## src/rtl/adder_arbiter.sv

```systemverilog
// Two-requester round-robin front end for a shared external ripple-carry adder.
// Each accepted operation runs IDLE -> EXEC -> RESP, and the result is held until it is taken.
module adder_arbiter #(
  parameter int WIDTH = 4
) (
  input  logic             clock,
  input  logic             reset,
  input  logic             req0_valid,
  input  logic             req1_valid,
  input  logic [WIDTH-1:0] req0_x,
  input  logic [WIDTH-1:0] req0_y,
  input  logic [WIDTH-1:0] req1_x,
  input  logic [WIDTH-1:0] req1_y,
  input  logic             req0_cin,
  input  logic             req1_cin,
  output logic             req0_ready,
  output logic             req1_ready,
  output logic [WIDTH-1:0] add_x,
  output logic [WIDTH-1:0] add_y,
  output logic             add_cin,
  input  logic [WIDTH-1:0] add_z,
  input  logic             add_cout,
  output logic             resp_valid,
  output logic             resp_id,
  output logic [WIDTH-1:0] resp_z,
  output logic             resp_cout,
  input  logic             resp_ready,
  output logic             busy
);

  typedef enum logic [1:0] {
    IDLE = 2'd0,
    EXEC = 2'd1,
    RESP = 2'd2
  } state_t;

  state_t state_r;
  state_t state_next_s;
  logic   last_r;
  logic   grant1_s;
  logic   accept_s;

  // Grant selection, accept qualification and next-state decode
  always_comb begin
    grant1_s     = 1'b0;
    accept_s     = 1'b0;
    state_next_s = state_r;
    if (req0_valid && req1_valid) begin
      grant1_s = ~last_r;
    end else if (req1_valid) begin
      grant1_s = 1'b1;
    end else begin
      grant1_s = 1'b0;
    end
    case (state_r)
      IDLE: begin
        accept_s = req0_valid | req1_valid;
        if (accept_s) begin
          state_next_s = EXEC;
        end else begin
          state_next_s = IDLE;
        end
      end
      EXEC: state_next_s = RESP;
      RESP: begin
        if (resp_ready) begin
          state_next_s = IDLE;
        end else begin
          state_next_s = RESP;
        end
      end
      default: state_next_s = IDLE;
    endcase
  end

  // Readies are combinational; gating with reset keeps every output low while reset is held
  always_comb begin
    req0_ready = 1'b0;
    req1_ready = 1'b0;
    if (reset && accept_s) begin
      req0_ready = ~grant1_s;
      req1_ready = grant1_s;
    end else begin
      req0_ready = 1'b0;
      req1_ready = 1'b0;
    end
  end

  // State, round-robin pointer, and status flags registered from the next state
  always_ff @(posedge clock or negedge reset) begin
    if (!reset) begin
      state_r    <= IDLE;
      last_r     <= 1'b1;
      resp_valid <= 1'b0;
      busy       <= 1'b0;
    end else begin
      state_r    <= state_next_s;
      resp_valid <= (state_next_s == RESP);
      busy       <= (state_next_s != IDLE);
      if (accept_s) begin
        last_r <= grant1_s;
      end else begin
        last_r <= last_r;
      end
    end
  end

  // Adder operands load only on accept, so they stay stable through EXEC and RESP
  always_ff @(posedge clock or negedge reset) begin
    if (!reset) begin
      add_x   <= {WIDTH{1'b0}};
      add_y   <= {WIDTH{1'b0}};
      add_cin <= 1'b0;
      resp_id <= 1'b0;
    end else if (accept_s) begin
      add_x   <= grant1_s ? req1_x : req0_x;
      add_y   <= grant1_s ? req1_y : req0_y;
      add_cin <= grant1_s ? req1_cin : req0_cin;
      resp_id <= grant1_s;
    end else begin
      add_x   <= add_x;
      add_y   <= add_y;
      add_cin <= add_cin;
      resp_id <= resp_id;
    end
  end

  // The adder result is captured once, on the edge leaving EXEC
  always_ff @(posedge clock or negedge reset) begin
    if (!reset) begin
      resp_z    <= {WIDTH{1'b0}};
      resp_cout <= 1'b0;
    end else if (state_r == EXEC) begin
      resp_z    <= add_z;
      resp_cout <= add_cout;
    end else begin
      resp_z    <= resp_z;
      resp_cout <= resp_cout;
    end
  end

endmodule

```

## config.mk

```make
export PLATFORM = sky130hd
export DESIGN_NAME = adder_arbiter
export DESIGN_NICKNAME = d
export VERILOG_FILES = /design/src/rtl/adder_arbiter.sv
export SDC_FILE = /design/constraint.sdc
export NUM_CORES = 1
export LEC_CHECK = 0
export CORE_MARGIN = 5
export CORE_UTILIZATION = 59
export CTS_CLUSTER_SIZE = 8
export DETAILED_ROUTE_END_ITERATION = 6
export DONT_BUFFER_PORTS = 1
export GPL_TIMING_DRIVEN = 0
export PLACE_DENSITY = 0.75
export SLEW_MARGIN = 20
export SYNTH_ARGS = -nofsm -noshare
export SYNTH_HDL_FRONTEND = slang
export SYNTH_SLANG_ARGS = --single-unit
```

## constraint.sdc

```tcl
create_clock -name clock -period 1.6 [get_ports clock]
set_input_delay 0.32 -clock clock [delete_from_list [all_inputs] [get_ports clock]]
set_output_delay 0.32 -clock clock [all_outputs]
set_load 0.005 [all_outputs]
```

==> summary.md, run 1 <==
| Metric | Value |
|---|---|
| Post-route antenna net violation count | `0` |
| Initial antenna violation count | `0` |
| Path type of the worst setup path | `reg -> out` |
| Element type at the critical path start | `flip-flop` |
| Number of cells on the worst reg-to-reg path | `4` |
| Combinational family with the most area after synthesis | `multiplexers` |
| Total clock buffers created by CTS | `3` |
| Data required time of the worst path | `1.28 ns` |
| Post-synthesis adder-cell area fraction | `0%` |
| FF-to-FF Start | `last_r` |
| Maximum number of pins on one net before global-route repair | `21` |
| Capture instance of the worst register-to-register path | `add_y[0]` |
| Clock root buffer | `clkbuf_4` |
| Static Leak | `0.4959 nW` |
| Flop-to-flop setup slack | `0.05 ns` |
| Final global-route overflow total | `0` |
| Endpoint kind of the worst setup timing path | `output port` |
| Post-detailed-route DRC marker count | `0` |
| Clock skew | `0.008039 ns` |
| Number of DRC markers after the initial detailed-route iteration | `0` |
| Top cells by area in the synthesized netlist | `dfrtp_1, mux2_4, mux2_2` |
| Overall via count from detail_route | `529` |
| Number of flops mapped to enable cells by yosys | `0` |
| Average wire length per cell after detail routing | `20.05 µm` |
| Largest buffer count on any clock path | `2` |
| Primary flip-flop cell chosen by synthesis mapping | `dfrtp_1` |
| Share of the synthesized netlist area taken by xor and xnor gates | `0%` |
| Mapped Avg Cell Area | `15.56 µm²` |
| Total routing resource utilization after global routing | `14.69%` |
| Setup TNS | `0 ns` |
| Crit path launch | `state_r[1]` |
| Async set or reset register ratio after synthesis | `100.0%` |
| Synth top cells by count | `dfrtp_1, mux2_4, mux2_2` |
| Floorplan die height | `49.78 µm` |
| Starting utilization of the core area | `61.96%` |
| Simple-gate share of the synthesized area | `4.155%` |
| Biggest area consumer among synthesized cells | `dfrtp_1` |
| Clock insertion delay at the later pin of the skew report | `0.29 ns` |
| Final critical path time including I/O delays and setup | `1.591 ns` |
| Arrival time of data at the critical path endpoint | `1.27 ns` |
| Clock H-tree levels | `1` |
| Layout area overhead | `14.34%` |
| Post-DP HPWL | `1168 µm` |
| Number of failing hold endpoints at the final stage | `0` |
| Post-synthesis instance area | `933.4 µm²` |
| Final clock period utilization by the worst path | `99.44%` |
| Final wirelength | `1764 µm` |
| Reported max-cap violation count | `0` |
| Flip-flop and latch count after synthesis | `20` |
| Final number of setup-violating endpoints | `0` |
| Synthesis Warnings | `0` |
| N_diodes | `0` |
| Global-route wire length before repair | `2898 µm` |
| Core Box Area | `1506 µm²` |
| Floorplan die area | `2478 µm²` |
| Total Power Consumption | `2.046 mW` |
| RSZ-0062 raised after global routing | `true` |
| Slew headroom | `42.34%` |
| I/O pin cnt | `47` |
| Max FO, Critical Path | `3` |
| Synthesized instance count | `60` |
| TritonCTS clock tree | `done` |
| Pwr Density | `1917 nW/µm²` |
| Highest clock frequency the design can meet | `628.5 MHz` |
| Detail-routed via count per cell | `6.011` |
| Worst min-delay path startpoint | `req0_valid` |
| Run status | `finished clean` |
| Most instantiated library cell after synthesis | `dfrtp_1` |
| Clock sinks | `20` |
| Standard-cell rows | `14` |
| Actual slew at the worst max-slew pin | `0.8621 ns` |
| Clk slew on worst S/H paths | `0.11 ns` |
| Compound-cell area share of the yosys netlist | `5.764%` |
| Vias in the first global route | `616` |
| Unique masters post-synth | `19` |
| Fraction of synthesized cell area taken by the top area cell type | `50.94%` |
| Share of synthesized area occupied by flip-flops and latches | `53.75%` |
| Fin. max-slew vios | `0` |
| Capturing instance or port of the critical path | `req0_ready` |
| Nets | `101` |
| Number of detailed-route iterations in the first pass | `1` |
| Quantity of I/O buffers inserted on ports | `0` |
| Weighted congestion reported at the end of routability-driven placement | `0.6429` |
| Net count after synthesis | `88` |
| Width of the die | `49.78 µm` |
| Kind of path behind the tightest hold check | `in -> reg` |
| Proportion of layout cells with a drive suffix above 1 | `58.33%` |
| Largest vdd supply drop | `1042 µV` |
| Portion of netlist area occupied by mux cells | `33.38%` |
## cells by family after synthesis
logic type / count (synthesis)
AND/OR/NAND/NOR: 6
flip-flops: 20
buffers and inverters: 4
multiplexers: 23
AO/OA/AOI/OAI: 7
## critical path, stage by stage (launching register included)
cell     delay (ns)
dfrtp_1        0.42
nor2_2         0.16
o21a_1         0.21
and3_4         0.20
## timing repair
action | 4_1_cts | 5_1_grt
gates cloned | 0 | 0
hold endpoints to repair | 20 | 0
buffers inserted | 8 | 2
hold buffers | 1 | 0
pin swaps | 3 | 3
gates resized for setup | 6 | 3
setup endpoints to repair | 2 | 6
## cell usage in the layout (no fill, tap or decap)
cell type	instances
and3_4	1
mux2_2	9
clkbuf_4	3
o32ai_1	1
buf_6	2
a21oi_1	1
nor2_2	1
dlygate4sd3_1	1
o21ai_0	2
a31oi_1	1
nor4b_4	1
clkbuf_1	1
or2_2	1
o21a_1	1
a21bo_4	1
dfstp_2	1
buf_4	7
nand2b_1	2
dfrtp_1	19
inv_1	1
mux2_4	14
buf_2	1
## per-layer routing
layer	global-route usage (%)	wire (µm)
met2	28.60	1025
met1	16.02	623
met4	1.310	0
met5	0	0
met3	3.916	116
## registers in the layout, summed over array words and instances (netlist names)
signal	flops
add_cin	1
add_x	4
add_y	4
busy	1
last_r	1
resp_cout	1
resp_id	1
resp_valid	1
resp_z	4
state_r	2
## stage by stage
stage          hold slack (ns)  setup slack [ns]  cells  area, µm²  util (%)
6_report                0.1016          0.008913     88       1067     70.85
5_1_grt                0.07897          -0.05202     88       1067     70.85
4_1_cts                0.07514          -0.03956     89       1080     71.68
3_5_place_dp           0.02491          0.001251     76      953.4     63.29
3_3_place_gp           0.02490          0.009926     76      953.4     63.29
2_1_floorplan          0.02441            0.1261     60      933.4         -
## report_power, final
part | internal, mW | switching [mW]
Sequential | 0.775 | 0.188
Combinational | 0.532 | 0.309
Clock | 0.0966 | 0.146
Total | 1.40 | 0.643
## cell type report
class	instances	area, µm²
inverters	1	3.754
flip-flops and latches	20	501.7
plain buffers	1	5.005
well taps	16	20.02
fillers	117	439.2
clock buffers	4	26.28
multi-input cells	36	425.4
repair buffers	10	85.08
## worst min path at each step
stage	to	cells past startpoint	slack [ns]
floorplan	add_cin	0	0.02
global placement	resp_z[0]	0	0.02
detailed placement	resp_z[2]	0	0.02
CTS	last_r	1	0.08
global route	last_r	1	0.08
finish	last_r	1	0.10
Power figures use the tool's default switching activity.
==> inputs of run 2 (changes only) <==
CORE_MARGIN = not set   (was 5)
==> run 2 against run 1 <==
The run now ends with setup timing left. Setup slack worse by 0.055 ns. Power up 7.1%. Routed wire length up 11%. Design area up 5.2%. Sequential share of layout area down 2.3 points. Register-to-register slack worse by 0.06 ns. Sequential power up 1%. Worst hold slack worse by 0.028 ns. Cell count up 3.4%. Sequential cell count unchanged. Clock skew about the same. Critical path type unchanged. Largest power group unchanged. Highest routed layer is now met4.
==> summary.md, run 2 (synthesis results as in run 1) <==
| Metric | Value |
|---|---|
| Run status | `finished, violations left (was finished clean)` |
| Failing checks | `setup timing` |
| Arrival time of data at the critical path endpoint | `1.33 ns (was 1.27 ns)` |
| Clock root buffer | `clkbuf_4 (unchanged)` |
| Largest registers | `add_x (4), add_y (4), resp_z (4) (unchanged)` |
| Detail-routed via count per cell | `6.352 (was 6.011)` |
| Slew headroom | `42.93% (was 42.34%)` |
| Kind of path behind the tightest hold check | `in -> reg (unchanged)` |
| Fraction of power spent switching nets | `31.61% (was 31.43%)` |
| RSZ-0062 raised after global routing | `true (unchanged)` |
| Layout area overhead | `20.24% (was 14.34%)` |
| Element type at the critical path start | `flip-flop (unchanged)` |
| Instance area after placement | `952.2 µm² (was 953.4 µm²)` |
| Area of all placed cells without fillers | `1122 µm² (was 1067 µm²)` |
| Number of DRC markers after the initial detailed-route iteration | `15 (was 0)` |
| Largest vdd supply drop | `1150 µV (was 1042 µV)` |
| Sequential Power Share | `44.5% (was 47.1%)` |
| Clock network fraction of design power | `13.1% (was 11.9%)` |
| Clock skew | `0.007619 ns (was 0.008039 ns)` |
| Post-DP HPWL | `1264 µm (was 1168 µm)` |
| Core Box Area | `1383 µm² (was 1506 µm²)` |
| Switch Pwr | `0.6929 mW (was 0.6431 mW)` |
| Final number of setup-violating endpoints | `7 (was 0)` |
| Clock sinks | `20 (unchanged)` |
| Maximum number of pins on one net before global-route repair | `21 (unchanged)` |
| Actual slew at the worst max-slew pin | `0.8533 ns (was 0.8621 ns)` |
| Clock insertion delay at the later pin of the skew report | `0.30 ns (was 0.29 ns)` |
| Data required time of the worst path | `1.28 ns (about the same)` |
| Global-route wire length before repair | `3042 µm (was 2898 µm)` |
| Number of failing hold endpoints at the final stage | `0 (unchanged)` |
| Clock H-tree levels | `1 (unchanged)` |
| Post-detailed-route DRC marker count | `0 (unchanged)` |
| Endpoint kind of the worst setup timing path | `output port (unchanged)` |
| Combinational share of power | `42.5% (was 41.1%)` |
| Commonest non-fill, non-tap cells in the layout | `dfrtp_1, mux2_4, buf_4 (was dfrtp_1, mux2_4, mux2_2)` |
| Count of placed standard cells including taps | `75 (was 76)` |
| TritonCTS clock tree | `done (unchanged)` |
| Setup TNS | `-0.1101 ns (was 0 ns)` |
| Vias in the first global route | `625 (was 616)` |
| Number of detailed-route iterations in the first pass | `4 (was 1)` |
| Quantity of I/O buffers inserted on ports | `0 (unchanged)` |
| I/O pin cnt | `47 (unchanged)` |
| Max FO, Critical Path | `5 (was 3)` |
| Final wirelength | `1950 µm (was 1764 µm)` |
| Highest clock frequency the design can meet | `607.5 MHz (was 628.5 MHz)` |
| Number of standard cells in the final layout excluding fillers | `91 (was 88)` |
| Initial antenna violation count | `0 (unchanged)` |
| Weighted congestion reported at the end of routability-driven placement | `0.7232 (was 0.6429)` |
| Proportion of layout cells with a drive suffix above 1 | `61.84% (was 58.33%)` |
| Final global-route overflow total | `0 (unchanged)` |
| Starting utilization of the core area | `67.51% (was 61.96%)` |
| Total routing resource utilization after global routing | `23.66% (was 14.69%)` |
| Pre-CTS WS | `-0.0001289 ns (was 0.001251 ns)` |
| Fin. max-slew vios | `0 (unchanged)` |
| Standard-cell rows | `13 (was 14)` |
| Post-route antenna net violation count | `0 (unchanged)` |
| Path type of the worst setup path | `reg -> out (unchanged)` |
| Flop-to-flop setup slack | `-0.01 ns (was 0.05 ns)` |
| Pwr Density | `1953 nW/µm² (was 1917 nW/µm²)` |
| Final worst slack | `-0.04621 ns (was 0.008913 ns)` |
| Clk slew on worst S/H paths | `0.11 ns (about the same)` |
| Average wire length per cell after detail routing | `21.43 µm (was 20.05 µm)` |
| Final critical path time including I/O delays and setup | `1.646 ns (was 1.591 ns)` |
| Largest buffer count on any clock path | `2 (unchanged)` |
| Overall via count from detail_route | `578 (was 529)` |
| Most frequent standard cell in the layout excluding fill and tap cells | `dfrtp_1 (unchanged)` |
| Total clock buffers created by CTS | `3 (unchanged)` |
| Internal power | `1.499 mW (was 1.403 mW)` |
| Static Leak | `0.5309 nW (was 0.4959 nW)` |
| Width of the die | `41.78 µm (was 49.78 µm)` |
| Reported max-cap violation count | `0 (unchanged)` |
| N_diodes | `0 (unchanged)` |
| Nets | `105 (was 101)` |
| Floorplan die area | `1745 µm² (was 2478 µm²)` |
| Floorplan die height | `41.78 µm (was 49.78 µm)` |
| Final clock period utilization by the worst path | `102.9% (was 99.44%)` |
run 2: final timing paths:
path / start / endpoint / cells past startpoint
max: last_r / req1_ready / 3
min in group asynchronous: reset / resp_id / 1
min: req0_valid / last_r / 1
min reg2reg: resp_cout / resp_cout / 1
max in group asynchronous: reset / add_x[2] / 1
max reg2reg: last_r / add_y[2] / 5
run 2: final cells by class:
cell class	instances	area, µm²
Buffer	2	20.02
Clock buffer	4	36.28
Timing Repair Buffer	13	112.6
Fill cell	76	260.3
Multi-Input combinational cell	36	429.2
Inverter	1	3.754
Sequential cell	20	501.7
Tap cell	15	18.77
run 2: timing repair:
item                                    4_1_cts  5_1_grt
hold buffers                                  1        0
endpoints found under the setup margin        2        8
gates resized for setup                       6        1
endpoints found under the hold margin        20        0
setup buffers                                 9        3
pin swaps                                     4        3
run 2: through the flow:
stage                     total power [mW]  hold WS, ns  util (%)
after floorplan                      1.532      0.02441         -
after global placement               1.611      0.02483     68.87
after detailed placement             1.676      0.02477     68.87
after CTS                            2.149      0.08302     80.09
after global routing                 2.312      0.06354     81.18
final                                2.192      0.07390     81.18
run 2: critical path, stage by stage, from the launching register on:
cell     delay, ns
dfstp_2       0.40
a21bo_4       0.22
buf_8         0.13
nor4b_4       0.28
run 2: power by group through the flow:
stage          combinational, mW  sequential (mW)  clock, mW
2_1_floorplan              0.594            0.937          0
3_3_place_gp               0.631            0.981          0
3_5_place_dp               0.676             1.00          0
4_1_cts                    0.891            0.971      0.287
5_1_grt                    0.999            0.996      0.317
6_report                   0.931            0.974      0.287
run 2: routing by layer:
layer / global-route usage, % / vias up / wire length (µm) / part of all wire (%)
met5: 0 / - / 0 / 0
met4: 9.032 / 0 / 23 / 1.2
met3: 6.087 / 5 / 120 / 6.2
met2: 44.69 / 33 / 1138 / 58
met1: 24.50 / 293 / 667 / 34
li1: - / 247 / - / -
==> inputs of run 3 (changes only) <==
CORE_MARGIN = 5   (was not set)
RECOVER_POWER = 25   (was not set)
clock period = 1.8 ns   (was 1.6 ns; I/O delays follow)
==> run 3 against run 2 <==
Design area down 5.0%. Largest power group unchanged. Power is 17% lower. Clock power down 27%. Worst hold slack improved by 0.050 ns. Count of clock-buffer cells in the layout did not move. Critical endpoint is now req0_ready. Combinational power decreased by 20%. Sequential cell count is the same. The run now ends clean. Register-to-register slack gained 0.26 ns. Highest routed layer is now met3. Non-clock buffer count shrank 4. Clock skew is 0.0050 ns lower. Die area rose by 42%. Via count decreased by 9.9%.
==> summary.md, run 3 (synthesis results as in run 1) <==
| Metric | Value |
|---|---|
| Clock sinks | `20 (unchanged)` |
| Pre-CTS WS | `0.1613 ns (was -0.0001289 ns)` |
| Static Leak | `0.4954 nW (was 0.5309 nW)` |
| Maximum number of pins on one net before global-route repair | `21 (unchanged)` |
| Highest clock frequency the design can meet | `579.1 MHz` |
| Proportion of layout cells with a drive suffix above 1 | `61.11% (was 61.84%)` |
| Global-route wire length before repair | `2608 µm (was 3042 µm)` |
| Post-DP HPWL | `1168 µm (was 1264 µm)` |
| Clock root buffer | `clkbuf_4 (unchanged)` |
| Final number of setup-violating endpoints | `0 (was 7)` |
| Clk slew on worst S/H paths | `0.10 ns (was 0.11 ns)` |
| Worst Hold Slack | `0.1243 ns (was 0.07390 ns)` |
| Number of filler cells placed in the layout | `109 (was 76)` |
| Pwr Density | `1705 nW/µm² (was 1953 nW/µm²)` |
| Final clock period utilization by the worst path | `95.93%` |
| Floorplan die height | `49.78 µm (was 41.78 µm)` |
| Largest vdd supply drop | `999.3 µV (was 1150 µV)` |
| Commonest non-fill, non-tap cells in the layout | `dfrtp_1, mux2_4, mux2_2 (was dfrtp_1, mux2_4, buf_4)` |
| Nets | `101 (was 105)` |
| Largest buffer count on any clock path | `2 (unchanged)` |
| Clock H-tree levels | `1 (unchanged)` |
| Kind of path behind the tightest hold check | `in -> reg (unchanged)` |
| Slew headroom | `42.46% (was 42.93%)` |
| Detail-routed via count per cell | `5.920 (was 6.352)` |
| N_diodes | `0 (unchanged)` |
| Floorplan die area | `2478 µm² (was 1745 µm²)` |
| Data required time of the worst path | `1.44 ns (was 1.28 ns)` |
| Average wire length per cell after detail routing | `18.20 µm (was 21.43 µm)` |
| Overall via count from detail_route | `521 (was 578)` |
| Number of DRC markers after the initial detailed-route iteration | `3 (was 15)` |
| Met1 capacity usage during global routing | `14.86% (was 24.50%)` |
| Largest registers | `add_x (4), add_y (4), resp_z (4) (unchanged)` |
| Final worst slack | `0.07329 ns (was -0.04621 ns)` |
| Total routing resource utilization after global routing | `13.62% (was 23.66%)` |
| Layout area overhead | `14.21% (was 20.24%)` |
| Most frequent standard cell in the layout excluding fill and tap cells | `dfrtp_1 (unchanged)` |
| Starting utilization of the core area | `61.96% (was 67.51%)` |
| Number of detailed-route iterations in the first pass | `2 (was 4)` |
| Standard-cell rows | `14 (was 13)` |
| Core Box Area | `1506 µm² (was 1383 µm²)` |
| I/O pin cnt | `47 (unchanged)` |
| Actual slew at the worst max-slew pin | `0.8602 ns (was 0.8533 ns)` |
| GR peak layer | `met2 (unchanged)` |
| Endpoint kind of the worst setup timing path | `output port (unchanged)` |
| Number of failing hold endpoints at the final stage | `0 (unchanged)` |
| Vias in the first global route | `585 (was 625)` |
| Quantity of I/O buffers inserted on ports | `0 (unchanged)` |
| Global-route track usage on met2 | `25.21% (was 44.69%)` |
| Run status | `finished clean (was finished, violations left)` |
| Instance area after placement | `953.4 µm² (was 952.2 µm²)` |
| Area of all placed cells without fillers | `1066 µm² (was 1122 µm²)` |
| TritonCTS clock tree | `done (unchanged)` |
| RSZ-0062 raised after global routing | `false (was true)` |
| Final critical path time including I/O delays and setup | `1.727 ns` |
| Post-detailed-route DRC marker count | `0 (unchanged)` |
| Final global-route overflow total | `0 (unchanged)` |
| Max FO, Critical Path | `10 (was 5)` |
| Setup TNS | `0 ns (was -0.1101 ns)` |
| Total clock buffers created by CTS | `3 (unchanged)` |
| Path type of the worst setup path | `reg -> out (unchanged)` |
| Met3 Track Usage GR | `3.614% (was 6.087%)` |
| Weighted congestion reported at the end of routability-driven placement | `0.6429 (was 0.7232)` |
| Fin. max-slew vios | `0 (unchanged)` |
| Element type at the critical path start | `flip-flop (unchanged)` |
| Clock insertion delay at the later pin of the skew report | `0.28 ns (was 0.30 ns)` |
| Clock skew | `0.002664 ns (was 0.007619 ns)` |
| Reported max-cap violation count | `0 (unchanged)` |
| Initial antenna violation count | `0 (unchanged)` |
| Post-route antenna net violation count | `0 (unchanged)` |
| Arrival time of data at the critical path endpoint | `1.37 ns (was 1.33 ns)` |
| Width of the die | `49.78 µm (was 41.78 µm)` |
| Final wirelength | `1602 µm (was 1950 µm)` |
run 3: changes by cell type in the layout (fill, tap and decap cells not counted), moves of 2 or more:
| cell | before | now |
|---|---|---|
| dfrtp_2 | 0 | 2 |
| dfrtp_1 | 19 | 17 |
| buf_6 | 0 | 2 |
| buf_4 | 11 | 7 |
run 3: repair_timing:
action / CTS / global route
gates resized for setup: 2 / 4
setup buffers: 1 / 6
hold buffers: 1 / 0
setup endpoints to repair: 2 / 2
endpoints found under the hold margin: 20 / 0
run 3: where the power goes:
part / internal [mW] / switching (mW)
logic: 0.487 / 0.258
clock network: 0.0859 / 0.123
registers: 0.693 / 0.170
total: 1.27 / 0.551
run 3: stage by stage:
step | util [%] | power, mW | cells
final | 70.76 | 1.817 | 88
after global routing | 70.76 | 1.954 | 88
after CTS | 66.61 | 1.730 | 82
after detailed placement | 63.29 | 1.475 | 76
after global placement | 63.29 | 1.449 | 76
after floorplan | - | 1.361 | 60
run 3: metal layers:
layer  wire (µm)  vias to the layer above
li1            -                      238
met1         567                      263
met2         927                       20
met3         107                        0
met4           0                        0
met5           0                        -
run 3: critical path: stages (launching register included):
cell	delay (ns)
dfstp_2	0.57
a21bo_4	0.14
buf_6	0.17
and3_2	0.20
run 3: cell type report:
cell class	instances	area [µm²]	share of cell area, %
buffer	3	27.53	2.582
clock buffer	4	26.28	2.465
inverter	1	3.754	0.3521
multi-input combinational	36	421.7	39.55
sequential	20	504.2	47.30
tap	16	20.02	1.878
timing repair buffer	8	62.56	5.869
run 3: final timing paths:
kind / endpoint / depth (start not counted) / slack, ns / start
max: req0_ready / 3 / 0.07 / last_r
min: last_r / 1 / 0.12 / req0_valid
max reg2reg: add_x[3] / 4 / 0.25 / last_r
min reg2reg: resp_id / 1 / 0.51 / state_r[0]
max in group asynchronous: state_r[0] / 1 / 0.59 / reset
min in group asynchronous: resp_z[3] / 1 / 0.62 / reset
